$ cat src/rtl/wr_pack_16to128.sv
// Write-path width up-converter: packs IN_WIDTH beats into OUT_WIDTH words with keep/last marking.
// Define PACK_MSB_FIRST_EN to fill lanes starting from the most significant end.
module wr_pack_16to128 #(
  parameter int IN_WIDTH  = 16,
  parameter int OUT_WIDTH = 128,
  parameter int RATIO     = OUT_WIDTH / IN_WIDTH,
  parameter int CNT_WIDTH = 16
) (
  input  logic                 clk,
  input  logic                 rst,
  input  logic [IN_WIDTH-1:0]  in_data,
  input  logic                 in_valid,
  output logic                 in_ready,
  input  logic                 in_last,
  output logic [OUT_WIDTH-1:0] out_data,
  output logic                 out_valid,
  input  logic                 out_ready,
  output logic [RATIO-1:0]     out_keep,
  output logic                 out_last,
  output logic [CNT_WIDTH-1:0] word_cnt
);

  localparam int LANE_W = (RATIO > 1) ? $clog2(RATIO) : 1;
  localparam logic [LANE_W-1:0] LAST_LANE = LANE_W'(RATIO - 1);

`ifdef PACK_MSB_FIRST_EN
  localparam bit MSB_FIRST = 1'b1;
`else
  localparam bit MSB_FIRST = 1'b0;
`endif

  logic [OUT_WIDTH-1:0] acc_reg;
  logic [OUT_WIDTH-1:0] merged_next;
  logic [RATIO-1:0]     keep_next;
  logic [LANE_W-1:0]    lane_reg;
  logic [OUT_WIDTH-1:0] data_reg;
  logic [RATIO-1:0]     keep_reg;
  logic                 last_reg;
  logic                 valid_reg;
  logic [CNT_WIDTH-1:0] cnt_reg;
  logic                 accept;
  logic                 consume;
  logic                 close;

  assign in_ready = rst || !valid_reg || out_ready;
  assign accept   = in_valid && in_ready;
  assign consume  = valid_reg && out_ready;
  assign close    = accept && ((lane_reg == LAST_LANE) || in_last);

  // Lanes above the current one are still zero in acc_reg, so the merged word is already padded.
  for (genvar gi = 0; gi < RATIO; gi++) begin : g_lane
    localparam int POS = MSB_FIRST ? (RATIO - 1 - gi) : gi;
    assign merged_next[POS*IN_WIDTH +: IN_WIDTH] =
      (lane_reg == LANE_W'(gi)) ? in_data : acc_reg[POS*IN_WIDTH +: IN_WIDTH];
    assign keep_next[POS] = (LANE_W'(gi) <= lane_reg);
  end

  always_ff @(posedge clk) begin
    if (rst) begin
      acc_reg   <= '0;
      lane_reg  <= '0;
      data_reg  <= '0;
      keep_reg  <= '0;
      last_reg  <= 1'b0;
      valid_reg <= 1'b0;
      cnt_reg   <= '0;
    end else begin
      if (consume) begin
        cnt_reg   <= cnt_reg + CNT_WIDTH'(1);
        valid_reg <= 1'b0;
      end
      if (accept) begin
        if (close) begin
          data_reg  <= merged_next;
          keep_reg  <= keep_next;
          last_reg  <= in_last;
          valid_reg <= 1'b1;
          acc_reg   <= '0;
          lane_reg  <= '0;
        end else begin
          acc_reg  <= merged_next;
          lane_reg <= lane_reg + LANE_W'(1);
        end
      end
    end
  end

  assign out_data  = data_reg;
  assign out_keep  = keep_reg;
  assign out_last  = last_reg;
  assign out_valid = valid_reg;
  assign word_cnt  = cnt_reg;

endmodule

$ cat config.mk
export PLATFORM = sky130hd
export DESIGN_NAME = wr_pack_16to128
export DESIGN_NICKNAME = d
export VERILOG_FILES = /design/src/rtl/wr_pack_16to128.sv
export SDC_FILE = /design/constraint.sdc
export NUM_CORES = 1
export LEC_CHECK = 0
export ABC_AREA = 1
export CELL_PAD_IN_SITES_DETAIL_PLACEMENT = 0
export CELL_PAD_IN_SITES_GLOBAL_PLACEMENT = 1
export CORE_ASPECT_RATIO = 0.75
export CORE_MARGIN = 5
export CORE_UTILIZATION = 30
export DETAILED_ROUTE_END_ITERATION = 8
export DONT_BUFFER_PORTS = 1
export PLACE_DENSITY = 0.65
export SLEW_MARGIN = 20
export SYNTH_ARGS = -nofsm -noshare
export SYNTH_HDL_FRONTEND = slang
export SYNTH_SLANG_ARGS = --single-unit
$ cat constraint.sdc
create_clock -name clk -period 2.3 [get_ports clk]
set_clock_uncertainty 0.1 [all_clocks]
set_input_delay 0.46 -clock clk [delete_from_list [all_inputs] [get_ports clk]]
set_output_delay 0.46 -clock clk [all_outputs]
set_load 0.005 [all_outputs]
==> results.json, run 1 <==
{
  "clk_latency_ps": 560,
  "outcome": "complete, but fails checks",
  "h-tree-depth": 1,
  "cp.required_ps": 2710,
  "async_flop_share_pct": 0,
  "arrival_ps": 2610,
  "clk_pin_slew_ps": 60,
  "synth_area_um2": 11700,
  "track_usage_pct": 16.4,
  "start_util_pct": 30.5,
  "crit_buf_inv": 2,
  "multiInputGateArea_um2": 5100,
  "drv_slew": 0,
  "ios": 176,
  "ys_top_cells_by_area": "dfxtp_1 (49%), nand2_1 (18%), a21oi_1 (8.8%), nor2_1 (6.3%), o21ai_0 (5.8%)",
  "grt_pass1_wl_um": 56600,
  "crit_chain": "ha_1 > ha_1 > nor2_4 > inv_1 > nor2_4 > nand2_1 > a21oi_1 > dlygate4sd3_1",
  "yosys.area.top_type": "dfxtp_1",
  "syn_nets": 1714,
  "combinationalPowerShare_pct": 5.3,
  "setup_tns_ps": 0,
  "core.rowCount": 62,
  "maxCapViolations": 0,
  "final_layout_size_suffix_gt1_share_pct": 5.06,
  "io_buffers": 0,
  "post_cts_buffers": 0,
  "antenna_found_initial": 3,
  "end_kind": "flip-flop",
  "min_path_type": "in -> reg",
  "fillers": 4105,
  "drt-initial-drc-count": 759,
  "worst_pin_slew_ps": 792,
  "p_sw_share_pct": 23.4,
  "die_h_um": 181,
  "p_per_area_nw_per_um2": 809,
  "fmax_mhz": 453,
  "tritoncts": "done",
  "gr-total-overflow": 0,
  "path_class": "reg -> reg",
  "hold_viol": 3,
  "fin_ws_ps": 94.3,
  "vias_per_cell": 4.71,
  "synth-seq-area-share_pct": 48.6,
  "vias": 10232,
  "synth_ff_type": "dfxtp_1",
  "core_area_um2": 38500,
  "layout_min_cycle_time_ps": 2210,
  "wl_per_cell_um": 17.2,
  "p_switching_mw": 2.53,
  "worst_ir_drop_vdd_v": 0.000539,
  "cts_sinks": 285,
  "postLayoutCoreUtil_pct": 34.7,
  "clk_path_buf_depth": 3,
  "critical-path-slowest-cell": "dlygate4sd3_1",
  "synth_top_area_share_pct": 48.6,
  "rsz0062_at_grt": "false",
  "final_cells": 2173,
  "drc": 0,
  "clockRootBuffer": "clkbuf_16",
  "synth.most_common_cell": "nand2_1",
  "slew_headroom_pct": 47.2,
  "p_clk_share_pct": 47.6,
  "synth_edf_count": 0,
  "fp.dieW_um": 238,
  "synth_warnings": 0,
  "cp-start-kind": "flip-flop",
  "regToRegSetupSlack_ps": 90,
  "fin_nets": 1664,
  "grt_max_degree": 238,
  "place.gp.congestion": 0.752,
  "area_growth_pct": 13.7,
  "leakagePower_nw": 4.94,
  "violations": "hold timing",
  "p_int_mw": 8.26,
  "dieArea_um2": 43200,
  "dp_hpwl_um": 22900,
  "synth_common_cells": "nand2_1 (561), dfxtp_1 (285), a21oi_1 (207), nor2_1 (197), o21ai_0 (135)",
  "synth.distinct_cells": 27,
  "grt_pass1_vias": 9207,
  "first_pass_iters": 6,
  "drtAntennaViolNets": 0,
  "dp.cells": 2109,
  "numCtsBuffers": 31,
  "slowest_delay_ps": 580,
  "totalWireLength_um": 37300,
  "pwr-share-seq_pct": 47.2,
  "crit_fanout": 7,
  "pre_cts_slack_ps": 209,
  "finalSetupViolCount": 0,
  "seqCellArea_um2": 5710,
  "avgSynthCellArea_um2": 6.95,
  "synth_seq_cells": 285,
  "netlist_instances": 1688,
  "cp_top_family": "buffers and inverters",
  "cts_hold_buffers": 7,
  "timing.hold.ws_ps": -59.1,
  "fin_crit_sh_pct": 95.9
}
cell usage in the layout (no fill, tap or decap), drive strengths merged, types with 2 or more instances in the layout:
master,instances
a21oi,207
dlygate4sd3,7
inv,120
bufinv,2
o21ai,141
dfxtp,285
nand2,562
a22oi,32
nand4,4
clkinv,4
nand3,10
nor2,200
clkbuf,50
ha,5
o21bai,2
nor3,4
buf,21
stage by stage:
| stage | area [um2] | total power [mW] |
|---|---|---|
| finish | 13300 | 10.8 |
| global route | 13300 | 11.3 |
| CTS | 13300 | 11.0 |
| detailed placement | 12200 | 5.77 |
| global placement | 12200 | 5.77 |
| floorplan | 11700 | 5.60 |
cell families after synthesis:
group                    after synthesis  synth area share [%]
flip-flops                           285                  48.6
adder cells (fa/ha/maj)                5                 0.533
AND/OR/NAND/NOR                      781                  25.6
XOR/XNOR                               2                 0.149
AO/OA/AOI/OAI                        383                  17.1
buffers and inverters                232                  8.01
cell type report:
class                           count  share of cell area, %
Sequential cell                   285                   42.8
Multi-Input combinational cell   1171                   38.2
Clock buffer                       49                   7.30
Tap cell                          512                   4.80
Inverter                          120                   3.38
Timing Repair Buffer               29                   2.89
Clock inverter                      6                  0.600
Antenna cell                        1                 0.0188
repair_timing:
| item | 4_1_cts | 5_1_grt |
|---|---|---|
| endpoints found under the hold margin | 236 | 228 |
| endpoints found under the setup margin | 0 | 4 |
| gates resized for setup | 0 | 3 |
worst reg2reg max path, delay by kind of cell (launching register included):
family / cells / cell delay [ps]
compound gates: 1 / 120
fa+ha+maj: 2 / 420
buf+inv: 2 / 700
simple gates: 3 / 460
flops: 1 / 350
routing by layer:
| metal | up-vias | share of wire, % | wire length (um) | global-route usage, % |
|---|---|---|---|---|
| li1 | 5246 | - | - | - |
| met1 | 4713 | 47 | 17600 | 23.2 |
| met2 | 232 | 44 | 16500 | 25.7 |
| met3 | 41 | 6.9 | 2570 | 4.10 |
| met4 | 0 | 1.7 | 618 | 2.73 |
| met5 | - | 0 | 0 | 0 |
path summary, 6_finish.rpt:
kind,from,to,depth (start not counted)
worst max-delay path,lane_reg[0],lane_reg[2],8
worst min-delay path,rst,out_valid,1
worst max register to register,lane_reg[0],lane_reg[2],8
worst min register to register,out_data[63],out_data[63],2
power by group through the flow:
stage	Sequential [mW]	Combinational (mW)	Clock, mW
after floorplan	5.18	0.423	0
final	5.09	0.567	5.13
after global placement	5.20	0.564	0
after global routing	5.10	0.632	5.53
after detailed placement	5.21	0.565	0
after CTS	5.10	0.570	5.32
Note: power is estimated with default switching activity, not from simulation.
==> run 2: changes to the inputs <==
==> constraint.sdc (replaced) <==
create_clock -name clk -period 2.3 [get_ports clk]
set_clock_uncertainty 0.1 [all_clocks]
set_input_delay 0 -clock clk [delete_from_list [all_inputs] [get_ports clk]]
set_output_delay 0 -clock clk [all_outputs]
set_load 0.005 [all_outputs]
==> run 2 against run 1 <==
The flow still finishes with violations (hold timing). Final cell count rose by 0.92%. Final area rose by 0.73%. Maximum frequency rose by 1.3%. Sequential cell count did not move. Combinational power rose by 5.3%. Sequential power barely moved. Die area did not move. First-iteration DRC count rose by 12%. Clock power fell by 4.9%. Critical endpoint is now word_cnt[2].
==> results.json, run 2 (synthesized netlist as in run 1, its figures left out) <==
{
  "place.gp.congestion": 0.764,
  "cp.required_ps": 2640,
  "grt_pass1_vias": 9264,
  "crit_chain": "ha_1 > nand3_2 > xor2_1 > nor2_1 > dlygate4sd3_1 > dlygate4sd3_1",
  "final_layout_size_suffix_gt1_share_pct": 4.76,
  "grt_pass1_wl_um": 57800,
  "dieArea_um2": 43200,
  "wl_per_cell_um": 17.3,
  "clockRootBuffer": "clkbuf_16",
  "gr-total-overflow": 0,
  "cp_top_family": "buffers and inverters",
  "crit_fanout": 4,
  "slowest_delay_ps": 550,
  "tritoncts": "done",
  "antenna_found_initial": 6,
  "core_area_um2": 38500,
  "clk_latency_ps": 570,
  "io_buffers": 0,
  "path_class": "reg -> reg",
  "cts_hold_buffers": 28,
  "totalWireLength_um": 37800,
  "maxCapViolations": 0,
  "critical_path.most_common_cell": "dlygate4sd3_1",
  "final_cells": 2193,
  "hold_viol": 230,
  "fp.dieW_um": 238,
  "timing.hold.ws_ps": -543,
  "outcome": "complete, but fails checks",
  "end_kind": "flip-flop",
  "fin_crit_sh_pct": 94.7,
  "core.rowCount": 62,
  "cp-start-kind": "flip-flop",
  "dp.cells": 2108,
  "grt_max_degree": 238,
  "dp_hpwl_um": 23000,
  "clk_path_buf_depth": 3,
  "setup_tns_ps": 0,
  "vias": 10358,
  "critical-path-slowest-cell": "dlygate4sd3_1",
  "worst_ir_drop_vdd_v": 0.000530,
  "h-tree-depth": 1,
  "first_pass_iters": 5,
  "cts_sinks": 285,
  "die_h_um": 181,
  "arrival_ps": 2520,
  "clk_pin_slew_ps": 60,
  "drc": 0,
  "timing.rr.start": "word_cnt[0]",
  "vias_per_cell": 4.72,
  "final_common_cell": "nand2_1",
  "min_from": "rst",
  "postLayoutCoreUtil_pct": 34.9,
  "drv_slew": 0,
  "drtAntennaViolNets": 0,
  "min_path_type": "in -> reg",
  "area_growth_pct": 14.5,
  "leakagePower_nw": 4.97,
  "ios": 176,
  "violations": "hold timing",
  "slew_headroom_pct": 54.6,
  "final_cell_mix": "nand2_1 (560), dfxtp_1 (283), a21oi_1 (207)",
  "crit_buf_inv": 2,
  "track_usage_pct": 16.7,
  "layout_min_cycle_time_ps": 2180,
  "numCtsBuffers": 31,
  "fin_nets": 1683,
  "setup.worst_path.start": "word_cnt[0]",
  "fmax_mhz": 459,
  "rsz0062_at_grt": "false",
  "fillers": 4122,
  "drt-initial-drc-count": 853,
  "finalSetupViolCount": 0,
  "p_per_area_nw_per_um2": 787,
  "worst_pin_slew_ps": 681,
  "post_cts_buffers": 0,
  "pre_cts_slack_ps": 227,
  "fin_ws_ps": 122,
  "start_util_pct": 30.5
}
==> run 2: cell count changes in the layout (fill, tap and decap cells not counted), sizes merged <==
cell	change
buf	-1
clkinv	+2
dlygate4sd3	+21
clkbuf	-3
bufinv	-1
diode	+1
clkinvlp	+1
==> run 2: final cells by class <==
class,instances,area [um2],share of cell area [%]
multi-input combinational,1171,5100,38.0
timing repair buffer,48,543,4.04
antenna,2,5.00,0.0373
clock buffer,47,916,6.82
clock inverter,8,67.6,0.503
inverter,120,453,3.37
tap,512,641,4.77
sequential,285,5710,42.5
==> run 2: what timing repair did <==
action / 4_1_cts / 5_1_grt
hold endpoints to repair: 285 / 231
resized for setup: 0 / 5
endpoints found under the setup margin: 0 / 5
==> run 2: worst paths after layout <==
kind | to | slack (ps) | cells after the start
worst max-delay path | word_cnt[2] | 120 | 6
worst min-delay path | acc_reg[49] | -540 | 1
worst min register to register | acc_reg[114] | 360 | 2
worst max register to register | word_cnt[2] | 120 | 6
==> run 2: routing by layer <==
metal | up-vias | global-route usage (%) | part of all wire (%)
met5 | - | 0 | 0.034
met4 | 2 | 3.33 | 2.0
met3 | 45 | 3.61 | 6.1
met2 | 216 | 25.3 | 44
met1 | 4801 | 24.6 | 48
li1 | 5294 | - | -
==> run 2: per-stage QoR <==
step	total power, mW	cell area, um2	hold WS (ps)
3_3_place_gp	5.77	12200	-6.16
6_report	10.6	13400	-543
5_1_grt	11.0	13400	-581
4_1_cts	10.8	13400	-612
3_5_place_dp	5.77	12200	-9.60
2_1_floorplan	5.60	11700	-6.17
==> run 2: power breakdown <==
group	switching (mW)	internal (mW)
logic	0.434	0.163
registers	0.0727	5.02
clock network	2.05	2.83
total	2.56	8.02
==> run 3: changes to the inputs <==
--- a/config.mk
+++ b/config.mk
@@ -11,6 +11,7 @@
 export CORE_ASPECT_RATIO = 0.75
 export CORE_MARGIN = 5
 export CORE_UTILIZATION = 30
+export CTS_BUF_LIST = sky130_fd_sc_hd__clkbuf_16
 export DETAILED_ROUTE_END_ITERATION = 8
 export DONT_BUFFER_PORTS = 1
 export PLACE_DENSITY = 0.65
==> constraint.sdc (replaced) <==
create_clock -name clk -period 2.75 [get_ports clk]
set_clock_uncertainty 0.1 [all_clocks]
set_input_delay 0 -clock clk [delete_from_list [all_inputs] [get_ports clk]]
set_output_delay 0 -clock clk [all_outputs]
set_load 0.005 [all_outputs]
==> run 3 against run 2 <==
The run still ends with hold timing left. Combinational power about the same. Clock power decreased by 22%. Maximum frequency decreased by 18%. Power decreased by 18%. Hold slack improved by 540 ps. Core utilization increased by 4.6 points. Final area increased by 13%. Critical endpoint is now lane_reg[0]. Largest cell class unchanged.
==> results.json, run 3 (synthesized netlist as in run 1, its figures left out) <==
{
  "vias_per_cell": 4.74,
  "fin_ws_ps": 106,
  "totalWireLength_um": 40300,
  "arrival_ps": 3050,
  "final_layout_size_suffix_gt1_share_pct": 4.35,
  "track_usage_pct": 17.5,
  "cp-start-kind": "flip-flop",
  "area_growth_pct": 29.5,
  "pre_cts_slack_ps": 527,
  "dp_hpwl_um": 23300,
  "critical_path.most_common_cell": "dlygate4sd3_1",
  "clockRootBuffer": "clkbuf_16",
  "gr-total-overflow": 0,
  "leakagePower_nw": 6.16,
  "grt_pass1_vias": 10486,
  "final_common_cell": "nand2_1",
  "fillers": 4042,
  "crit_chain": "nand3_2 > nand2_4 > inv_2 > buf_8 > a21oi_1 > dlygate4sd3_1 > o21ai_0 > dlygate4sd3_1 > inv_1",
  "hold_viol": 1,
  "fmax_mhz": 378,
  "clk_path_buf_depth": 3,
  "h-tree-depth": 1,
  "setup_tns_ps": 0,
  "core.rowCount": 62,
  "worst_ir_drop_vdd_v": 0.000462,
  "critical-path-slowest-cell": "dlygate4sd3_1",
  "grt_pass1_wl_um": 60700,
  "timing.hold.ws_ps": -5.02,
  "finalSetupViolCount": 0,
  "place.gp.congestion": 0.767,
  "cp.required_ps": 3160,
  "slowest_delay_ps": 580,
  "ios": 176,
  "clk_latency_ps": 560,
  "fin_nets": 1867,
  "path_class": "reg -> reg",
  "crit_fanout": 35,
  "drc": 0,
  "antenna_found_initial": 5,
  "cp_top_family": "buffers and inverters",
  "worst_pin_slew_ps": 659,
  "end_kind": "flip-flop",
  "p_per_area_nw_per_um2": 572,
  "post-route-cell-area_um2": 15200,
  "core_area_um2": 38500,
  "numCtsBuffers": 31,
  "first_pass_iters": 5,
  "final_cell_mix": "nand2_1 (560), dfxtp_1 (284), a21oi_1 (207)",
  "slew_headroom_pct": 55.9,
  "rsz0062_at_grt": "false",
  "wl_per_cell_um": 17.0,
  "drtAntennaViolNets": 0,
  "tritoncts": "done",
  "drv_slew": 0,
  "min_path_type": "in -> reg",
  "layout_min_cycle_time_ps": 2640,
  "vias": 11263,
  "outcome": "complete, but fails checks",
  "fp.dieW_um": 238,
  "violations": "hold timing",
  "dieArea_um2": 43200,
  "start_util_pct": 30.5,
  "grt_max_degree": 238,
  "dpl-instance-area_um2": 12100,
  "drt-initial-drc-count": 779,
  "crit_buf_inv": 5,
  "power_mw": 8.69,
  "final_cells": 2375,
  "dp.cells": 2109,
  "postLayoutCoreUtil_pct": 39.5,
  "cts_sinks": 285,
  "clk_pin_slew_ps": 60,
  "io_buffers": 0,
  "die_h_um": 181,
  "fin_crit_sh_pct": 96.1,
  "maxCapViolations": 0
}
==> run 3: final timing paths <==
check / start / to / slack, ps / cells after the start
min reg2reg: out_data[93] / out_data[93] / 360 / 2
min: in_data[6] / acc_reg[102] / -5 / 4
max reg2reg: out_valid / lane_reg[0] / 110 / 9
max: out_valid / lane_reg[0] / 110 / 9
==> run 3: layout make-up <==
cell class / instances / area (um2) / area share, %
Antenna cell: 2 / 5.00 / 0.0329
Inverter: 120 / 455 / 3.00
Timing Repair Buffer: 232 / 2380 / 15.7
Clock buffer: 31 / 776 / 5.11
Multi-Input combinational cell: 1171 / 5110 / 33.6
Tap cell: 512 / 641 / 4.22
Sequential cell: 285 / 5710 / 37.6
Clock inverter: 22 / 121 / 0.799
==> run 3: timing repair <==
action,4_1_cts,5_1_grt
resized for setup,0,14
endpoints found under the hold margin,285,69
setup buffers,0,4
hold buffers,203,3
setup endpoints to repair,0,125
==> run 3: worst register-to-register path, stage by stage, from the launching register on <==
cell	delay (ps)
dfxtp_2	380
nand3_2	140
nand2_4	190
inv_2	120
buf_8	190
a21oi_1	180
dlygate4sd3_1	580
o21ai_0	90
dlygate4sd3_1	580
inv_1	60
==> run 3: per-layer routing <==
| layer | GRT usage (%) | share of wire, % |
|---|---|---|
| met1 | 23.5 | 45 |
| met2 | 28.2 | 46 |
| met3 | 4.39 | 7.0 |
| met4 | 4.27 | 2.3 |
| met5 | 0 | 0.027 |
==> run 3: where the power goes <==
part           internal (mW)  switching, mW  total, mW
Sequential              4.20         0.0600       4.26
Combinational          0.196          0.402      0.599
Clock                   2.11           1.72       3.83
